===== src/rtl/analog_seq_pkg.sv =====
// Shared types and sizing helpers for the analog status sequencer.
package analog_seq_pkg;

  typedef enum logic [1:0] {IDLE, WAIT, SELECT, REQ} seq_state_t;

  localparam int TIMEOUT_W = 16;

  function automatic int ch_idx_w(input int n);
    return (n > 1) ? $clog2(n) : 1;
  endfunction

endpackage


===== src/rtl/analog_seq_ch_select.sv =====
// Round-robin pick: first channel pending this sweep, searching upward from ptr with wrap.
module analog_seq_ch_select
  import analog_seq_pkg::*;
#(
  parameter int NUM_CH = 4,
  parameter int IDX_W  = ch_idx_w(NUM_CH)
) (
  input  logic [NUM_CH-1:0] mask,
  input  logic [NUM_CH-1:0] served,
  input  logic [IDX_W-1:0]  ptr,
  output logic [IDX_W-1:0]  idx,
  output logic              found
);

  localparam logic [IDX_W:0] NUM_CH_V = (IDX_W+1)'(NUM_CH);

  logic [NUM_CH-1:0] pending;

  assign pending = mask & ~served;

  // Scan from the farthest offset down so the nearest pending channel is the last write.
  always_comb begin
    logic [IDX_W:0]   sum;
    logic [IDX_W-1:0] cand;
    idx   = '0;
    found = 1'b0;
    sum   = '0;
    cand  = '0;
    for (int i = NUM_CH - 1; i >= 0; i--) begin
      sum = {1'b0, ptr} + (IDX_W+1)'(i);
      if (sum >= NUM_CH_V) sum = sum - NUM_CH_V;
      cand = sum[IDX_W-1:0];
      if (pending[cand]) begin
        idx   = cand;
        found = 1'b1;
      end
    end
  end

endmodule


===== src/rtl/analog_status_sequencer.sv =====
// Periodic round-robin sweep of NUM_CH status channels over a shared req/ack measurement port,
// capturing each result into a per-channel status word.
module analog_status_sequencer
  import analog_seq_pkg::*;
#(
  parameter int NUM_CH   = 4,
  parameter int DATA_W   = 32,
  parameter int PERIOD_W = 16,
  parameter int TIMEOUT  = 255
) (
  input  logic                       clk_in,
  input  logic                       reset_n,
  input  logic                       enable_in,
  input  logic [PERIOD_W-1:0]        period_in,
  input  logic [NUM_CH-1:0]          ch_mask_in,
  input  logic                       irq_clear_in,
  output logic                       meas_req_out,
  output logic [$clog2(NUM_CH)-1:0]  meas_ch_out,
  input  logic                       meas_ack_in,
  input  logic [DATA_W-1:0]          meas_data_in,
  output logic [NUM_CH*DATA_W-1:0]   status_out,
  output logic [NUM_CH-1:0]          status_valid_out,
  output logic                       timeout_irq_out,
  output logic                       busy_out
);

  localparam int IDX_W = ch_idx_w(NUM_CH);
  localparam logic [TIMEOUT_W-1:0] TO_LAST = TIMEOUT_W'(TIMEOUT - 1);
  localparam logic [IDX_W-1:0]     LAST_CH = IDX_W'(NUM_CH - 1);

  seq_state_t           state;
  logic [PERIOD_W-1:0]  period_cnt;
  logic [TIMEOUT_W-1:0] timeout_cnt;
  logic [NUM_CH-1:0]    sweep_mask;
  logic [NUM_CH-1:0]    served;
  logic [IDX_W-1:0]     rr_ptr;
  logic [IDX_W-1:0]     pick_idx;
  logic                 pick_found;
  logic [IDX_W-1:0]     next_ptr;
  logic                 req_done;

  analog_seq_ch_select #(.NUM_CH(NUM_CH), .IDX_W(IDX_W)) u_ch_select (
    .mask   (sweep_mask),
    .served (served),
    .ptr    (rr_ptr),
    .idx    (pick_idx),
    .found  (pick_found)
  );

  assign next_ptr = (meas_ch_out == LAST_CH) ? '0 : meas_ch_out + 1'b1;
  // An ack on the final timeout cycle still closes the request as a capture.
  assign req_done = meas_ack_in || (timeout_cnt == TO_LAST);

  always_ff @(posedge clk_in or negedge reset_n) begin
    if (!reset_n) begin
      state            <= IDLE;
      period_cnt       <= '0;
      timeout_cnt      <= '0;
      sweep_mask       <= '0;
      served           <= '0;
      rr_ptr           <= '0;
      meas_req_out     <= 1'b0;
      meas_ch_out      <= '0;
      status_out       <= '0;
      status_valid_out <= '0;
      timeout_irq_out  <= 1'b0;
      busy_out         <= 1'b0;
    end else begin
      if (irq_clear_in) timeout_irq_out <= 1'b0;
      case (state)
        IDLE: begin
          period_cnt <= '0;
          if (enable_in) state <= WAIT;
        end
        WAIT: begin
          if (!enable_in) begin
            state      <= IDLE;
            period_cnt <= '0;
          end else if (period_cnt == period_in) begin
            // Sweep start: freeze the mask and forget last sweep's service history.
            state      <= SELECT;
            busy_out   <= 1'b1;
            period_cnt <= '0;
            sweep_mask <= ch_mask_in;
            served     <= '0;
          end else begin
            period_cnt <= period_cnt + 1'b1;
          end
        end
        SELECT: begin
          if (!enable_in) begin
            state    <= IDLE;
            busy_out <= 1'b0;
          end else if (pick_found) begin
            state            <= REQ;
            meas_req_out     <= 1'b1;
            meas_ch_out      <= pick_idx;
            served[pick_idx] <= 1'b1;
            timeout_cnt      <= '0;
          end else begin
            state    <= WAIT;
            busy_out <= 1'b0;
          end
        end
        REQ: begin
          if (req_done) begin
            meas_req_out <= 1'b0;
            rr_ptr       <= next_ptr;
            timeout_cnt  <= '0;
            if (meas_ack_in) begin
              for (int i = 0; i < NUM_CH; i++) begin
                if (meas_ch_out == IDX_W'(i)) begin
                  status_out[i*DATA_W +: DATA_W] <= meas_data_in;
                  status_valid_out[i]            <= 1'b1;
                end
              end
            end else begin
              timeout_irq_out <= 1'b1;
            end
            if (enable_in) begin
              state <= SELECT;
            end else begin
              state    <= IDLE;
              busy_out <= 1'b0;
            end
          end else begin
            timeout_cnt <= timeout_cnt + 1'b1;
          end
        end
        default: begin
          state    <= IDLE;
          busy_out <= 1'b0;
        end
      endcase
    end
  end

endmodule

===== config.mk =====
export PLATFORM = sky130hd
export DESIGN_NAME = analog_status_sequencer
export DESIGN_NICKNAME = d
export VERILOG_FILES = /design/src/rtl/analog_seq_pkg.sv /design/src/rtl/analog_seq_ch_select.sv /design/src/rtl/analog_status_sequencer.sv
export SDC_FILE = /design/constraint.sdc
export NUM_CORES = 1
export LEC_CHECK = 0
export ABC_AREA = 1
export BUFFER_PORTS_ARGS = -buffer_cell sky130_fd_sc_hd__buf_2
export CAP_MARGIN = 30
export CORE_ASPECT_RATIO = 1.2
export CORE_MARGIN = 2
export CORE_UTILIZATION = 58
export DETAILED_ROUTE_END_ITERATION = 12
export PLACE_DENSITY = 0.95
export SLEW_MARGIN = 10
export SYNTH_ARGS = -nofsm -noshare
export SYNTH_HDL_FRONTEND = slang
export SYNTH_SLANG_ARGS = --single-unit

===== constraint.sdc =====
create_clock -name clk_in -period 3.4 [get_ports clk_in]
set_clock_uncertainty 0.1 [all_clocks]
set_input_delay 0.51 -clock clk_in [delete_from_list [all_inputs] [get_ports clk_in]]
set_output_delay 0.51 -clock clk_in [all_outputs]
set_load 0.02 [all_outputs]

==> results of run 1 <==
worst min-delay path by stage:
stage                                    from                   to  cells after the start
after global routing                  reset_n       status_out[42]                      1
after CTS                             reset_n       status_out[41]                      1
after detailed placement  status_valid_out[3]  status_valid_out[3]                      2
final                                 reset_n       status_out[42]                      1
after floorplan                       reset_n             busy_out                      0
after global placement    status_valid_out[1]  status_valid_out[1]                      2
per-layer routing:
metal	global-route usage [%]	share of wire (%)	up-vias
li1	-	-	3306
met2	45.29	50	339
met5	0	0	-
met4	9.602	2.4	0
met3	6.459	7.7	37
met1	35.03	40	3351
flip-flops by register name, indices dropped and copies added, names as in the netlist:
signal,count
status_out,128
period_cnt,16
timeout_cnt,16
served,4
status_valid_out,4
sweep_mask,4
meas_ch_out,2
rr_ptr,2
state,2
busy_out,1
meas_req_out,1
timeout_irq_out,1
through the flow:
stage	power [mW]	setup WS [ps]
final	5.701	1068
after global routing	5.985	876.3
after CTS	5.718	829.5
after detailed placement	3.789	955.2
after global placement	3.723	1112
after floorplan	3.374	1771
power groups by stage:
stage	clock network [mW]	logic, mW	registers, mW
after floorplan	0	0.583	2.79
after global placement	0	1.11	2.61
after detailed placement	0	1.17	2.62
after CTS	1.96	1.18	2.58
after global routing	2.06	1.31	2.61
final	1.94	1.18	2.59
Yosys cell counts (4+ instances only):
cell      number
a21oi_1        9
buf_2         11
clkbuf_1      22
dfrtp_1      181
ha_1           7
inv_1         96
nand2_1      261
nand2_2        7
nand3_1       38
nand3_2        7
nand4_1       13
nor2_1        44
nor2_2         5
nor3_1         5
o21ai_0      148
o21ai_1        4
o21ai_2        9
o22ai_1        5
o31ai_1        4
xor2_1        23
area by class of cell:
class | instances | area [um2] | share of cell area [%]
flip-flops and latches | 181 | 4529 | 46.38
multi-input cells | 600 | 2944 | 30.15
repair buffers | 199 | 1102 | 11.29
clock buffers | 18 | 439.2 | 4.497
inverters | 100 | 382.9 | 3.921
well taps | 171 | 214.0 | 2.191
clock inverters | 14 | 153.9 | 1.576
cell families after synthesis:
family	after synthesis
and+or+nand+nor	386
AOI/OAI and AO/OA	181
xor gates and xnor gates	26
DFF	181
adders and majority gates	7
buffers and inverters	136
==> run metrics, run 1 <==
status finished clean; commonest non-fill, non-tap cells in the layout nand2_1 (257), buf_2 (192), dfrtp_1 (181); setup bufs post-CTS 0; Leak 5.244 nW; R2R depth 5; Max Root-Sink Buffers 2; Finished Layout Cells 1283; Core Box Area 13640 um2; drc violations 0; Worst setup endpoint status_out[35]; Cells after DPL 1249; die height 132.8 um; Sum Neg Setup Slack 0 ps; clock share of power 34.0%; maximum level of the CTS H-tree 4; Worst path max stage delay 640 ps; Synth area leaders dfrtp_1 (57%), nand2_1 (12%), o21ai_0 (9.2%); pin count of the biggest net entering global routing 82; Critical Path RT 3610 ps; vias in the first global route 6688; HP Class primary input to async pin; Port Buf Inserts 193; layout cell share with drive strength beyond 1 24.46%; simple-gate share of the synthesized area 20.55%; Total GRT Usage 27.14%; launch point of the worst path state[1]; total of max-cap violations 0; Pwr per Cell Area 583.8 nW/um2; wirelength, routed 20.09 mm; Comb power frac 20.6%; VDD IR-drop max 0.0004691 V; flop2flop setup slack 1070 ps; sequential group share of total power 45.4%; iteration count of the initial detailed-routing pass 5; P_sw 1.935 mW; Setup-failing EPs final 0; Arr. time, crit path 2540 ps; PostCTS Resize Cnt 0; largest family of logic cells by synthesized area simple AND/OR/NAND/NOR gates; cell taking the most area after synthesis dfrtp_1; mux cell area share after synthesis 0%; Slew HR 52.75%; Int Pwr 3.766 mW; post-layout minimum cycle time 2332 ps; count of cell types in the netlist 33; crit-path cells nand2_1 -> nor2_2 -> nand2_2 -> buf_16 -> o21ai_0; drt initial violations 651; post-synthesis xor/xnor area fraction 2.935%; switching share of power 33.94%; number of synthesized register bits 181; Synth Warn # 0; cell count after synthesis 917; CTS sink count 181; startpoint class of the critical path flop; Max Freq 428.9 MHz; post-synthesis sequential area ratio 56.52%; critical-path cell with the highest stage delay dfrtp_1; Synth top area share 56.52%; post-synthesis adder-cell area fraction 1.093%; P&R area growth vs syn 21.86%; Synth Flop Type dfrtp_1; Site Rows 47; Worst-path clk slew 70 ps; Root Driver clkbuf_16; Finished Core Util 71.58%; CP Max Fanout 36; period utilization 68.58%; # hold bufs at CTS 0; DP HPWL 13.78 mm; Worst Tran Pin Value 708.8 ps; RSZ-0062 raised after global routing no; CP Buf/Inv Count 1; grt total ovfl 0; worst hold slack 2.284 ps; r2r startpoint state[1]; vias per inst 5.482; Die Span X 111.3 um; Post-Synthesis Cell Area 8014 um2; CTS tree built; wire length per cell 15.66 um; CP Depth 5; FFs w/ async S/R, synth 100.0%; post-route ant nets 0; layout net count 1163; worst skew pair latency 420 ps; initial antenna violation count 0; Die Area 14780 um2; routability-driven placement congestion ratio 0.9069; WS Path Type flop to flop; fill cell count 943; Mapped Avg Cell Area 8.739 um2; first-pass GRT wire length 32.52 mm; Final Max Tran Viols 0; Top delay family on crit path simple AND/OR/NAND/NOR gates; number of synthesized flops with an enable pin 0; CTS buffer count 17; most common cell after layout, fill and taps aside nand2_1; io pins 194; Reg-to-Reg End status_out[35]; placed cell area 9125 um2; CP Capture Type flop; Compound-Gate Fraction of Synth Area 12.04%; Design Area, Final 9766 um2; via count 7033; endpoints failing hold 0; Initial Util 58.74%; Ant. Diodes 0; Mapped Nets 981
No activity file was read; power rests on OpenSTA's default activity.
==> run 2, diff against run 1 <==
- CORE_UTILIZATION: 58 -> 54
- PLACE_DENSITY: 0.95 -> 0.92
- clock period: 3.4 -> 2.39 ns (I/O delays scaled with it)
==> run metrics, run 2 (synthesis gave the netlist of run 1 again) <==
status finished clean; drt initial violations 718 (+10%); die height 137.5 um (+3.5%); Max Root-Sink Buffers 2 (unchanged); CP Max Fanout 11 (-69%); crit-path cells nand3_1 -> nand2_2 -> nand2_1 -> nand2_1 -> nor2_4 -> nand3_2 -> nand3_4 -> inv_4 -> nand2_1 -> a21oi_1; Die Area 15830 um2 (+7.2%); post-route ant nets 0 (unchanged); GR peak layer met2; met1 Use GR 31.90% (-3.1 points); Slew HR 68.81% (+16 points); total of max-cap violations 0 (unchanged); placed cell area 9221 um2 (+1.1%); PnR Total Power 8.151 mW (+43%); Worst-path clk slew 70 ps (about the same); Core Box Area 14470 um2 (+6.1%); worst skew pair latency 430 ps (about the same); Root Driver clkbuf_16; Final Max Tran Viols 0 (unchanged); Most Frequent Cell on Critical Path nand2_1; grt total ovfl 0 (unchanged); Site Rows 48 (+2.1%); CTS sink count 181 (unchanged); Arr. time, crit path 2200 ps (-340 ps); iteration count of the initial detailed-routing pass 6 (+1); layout net count 1168 (+0.43%); Max Freq 512.8 MHz (+20%); Leak 5.263 nW (+0.37%); Worst path max stage delay 630 ps (about the same); met2 GRT Util 44.12% (-1.2 points); Top reg by flops status_out; pin count of the biggest net entering global routing 66 (-20%); Finished Layout Cells 1318 (+2.7%); P&R area growth vs syn 22.69%; CP Capture Type flop; vias per inst 5.357 (-2.3%); met3 global-route usage 5.983% (-0.48 points); Die Span X 115.2 um (+3.5%); io pins 194 (unchanged); RSZ-0062 raised after global routing no; vias in the first global route 6622 (-0.99%); WS Path Type flop to flop; Initial Util 55.37% (-3.4 points); Worst Setup Slack, final 439.7 ps (-628.7 ps); Finished Core Util 67.93% (-3.7 points); Sum Neg Setup Slack 0 ps (unchanged); commonest non-fill, non-tap cells in the layout nand2_1 (257), buf_2 (192), dfrtp_1 (181); endpoints failing hold 0 (unchanged); wire length per cell 15.56 um (-0.64%); setup slack at placement 470.7 ps (-484.5 ps); Setup-failing EPs final 0 (unchanged); layout cell share with drive strength beyond 1 24.62% (+0.16 points); worst hold slack 50.73 ps (+48.45 ps); VDD IR-drop max 0.0004873 V (+3.9%); Worst Tran Pin Value 467.9 ps (-240.9 ps); wirelength, routed 20.51 mm (+2.1%); Largest register FFs 128 (unchanged); Top Registers status_out (128), period_cnt (16), timeout_cnt (16); period utilization 81.60% (+13 points); routability-driven placement congestion ratio 0.8956 (-1.2%); DP HPWL 14.06 mm (+2.1%); Cells after DPL 1283 (+2.7%); Port Buf Inserts 193 (unchanged); Critical Path RT 2640 ps (-970 ps); drc violations 0 (unchanged); Total GRT Usage 26.24% (-0.90 points); CTS buffer count 17 (unchanged); first-pass GRT wire length 32.44 mm (-0.23%); CTS tree built; PostCTS Resize Cnt 0 (unchanged); critical-path cell with the highest stage delay dfrtp_1; Design Area, Final 9832 um2 (+0.68%); via count 7060 (+0.38%); most common cell after layout, fill and taps aside nand2_1; initial antenna violation count 0 (unchanged); startpoint class of the critical path flop; Pwr per Cell Area 829.1 nW/um2 (+42%); HP Class primary input to flop; post-layout minimum cycle time 1950 ps (-381.3 ps); maximum level of the CTS H-tree 4 (unchanged)
## run 2: repair_timing
| action | CTS | global route |
|---|---|---|
| hold buffers | 2 | 0 |
| hold endpoints to repair | 43 | 0 |
| setup buffers | 0 | 0 |
## run 2: metal layers
metal / vias to the layer above / part of all wire [%] / wire, um
met4: 0 / 3.9 / 792
li1: 3323 / - / -
met1: 3347 / 39 / 7969
met2: 326 / 50 / 10230
met5: - / 0 / 0
met3: 64 / 7.4 / 1520
## run 2: final timing paths
kind	start	endpoint	slack [ps]	cells past startpoint
setup / recovery	rr_ptr[0]	timeout_cnt[10]	440	10
hold / removal	meas_ack_in	timeout_irq_out	50	2
setup reg to reg	rr_ptr[0]	timeout_cnt[10]	440	10
hold reg to reg	status_valid_out[3]	status_valid_out[3]	360	2
max in group asynchronous	reset_n	status_out[52]	1100	3
min in group asynchronous	reset_n	status_out[32]	320	2
## run 2: cell type report
class                           count  area [um2]
Antenna cell                        1       2.502
Timing Repair Buffer              204        1135
Clock buffer                       17       425.4
Inverter                          100       382.9
Tap cell                          200       250.2
Sequential cell                   181        4529
Fill cell                        1063        4642
Multi-Input combinational cell    600        2944
Clock inverter                     15       162.7
## run 2: worst max-delay path: cells and delay by family (launching register included)
kind	cells	cell delay, ps
buf+inv	1	190
compound gates	1	130
flops	1	630
simple gates	8	810
## run 2: report_power, final
part | switching [mW] | leakage [nW] | internal [mW]
logic | 1.21 | 2.53 | 0.547
clock network | 1.33 | 0.289 | 1.40
registers | 0.262 | 2.45 | 3.40
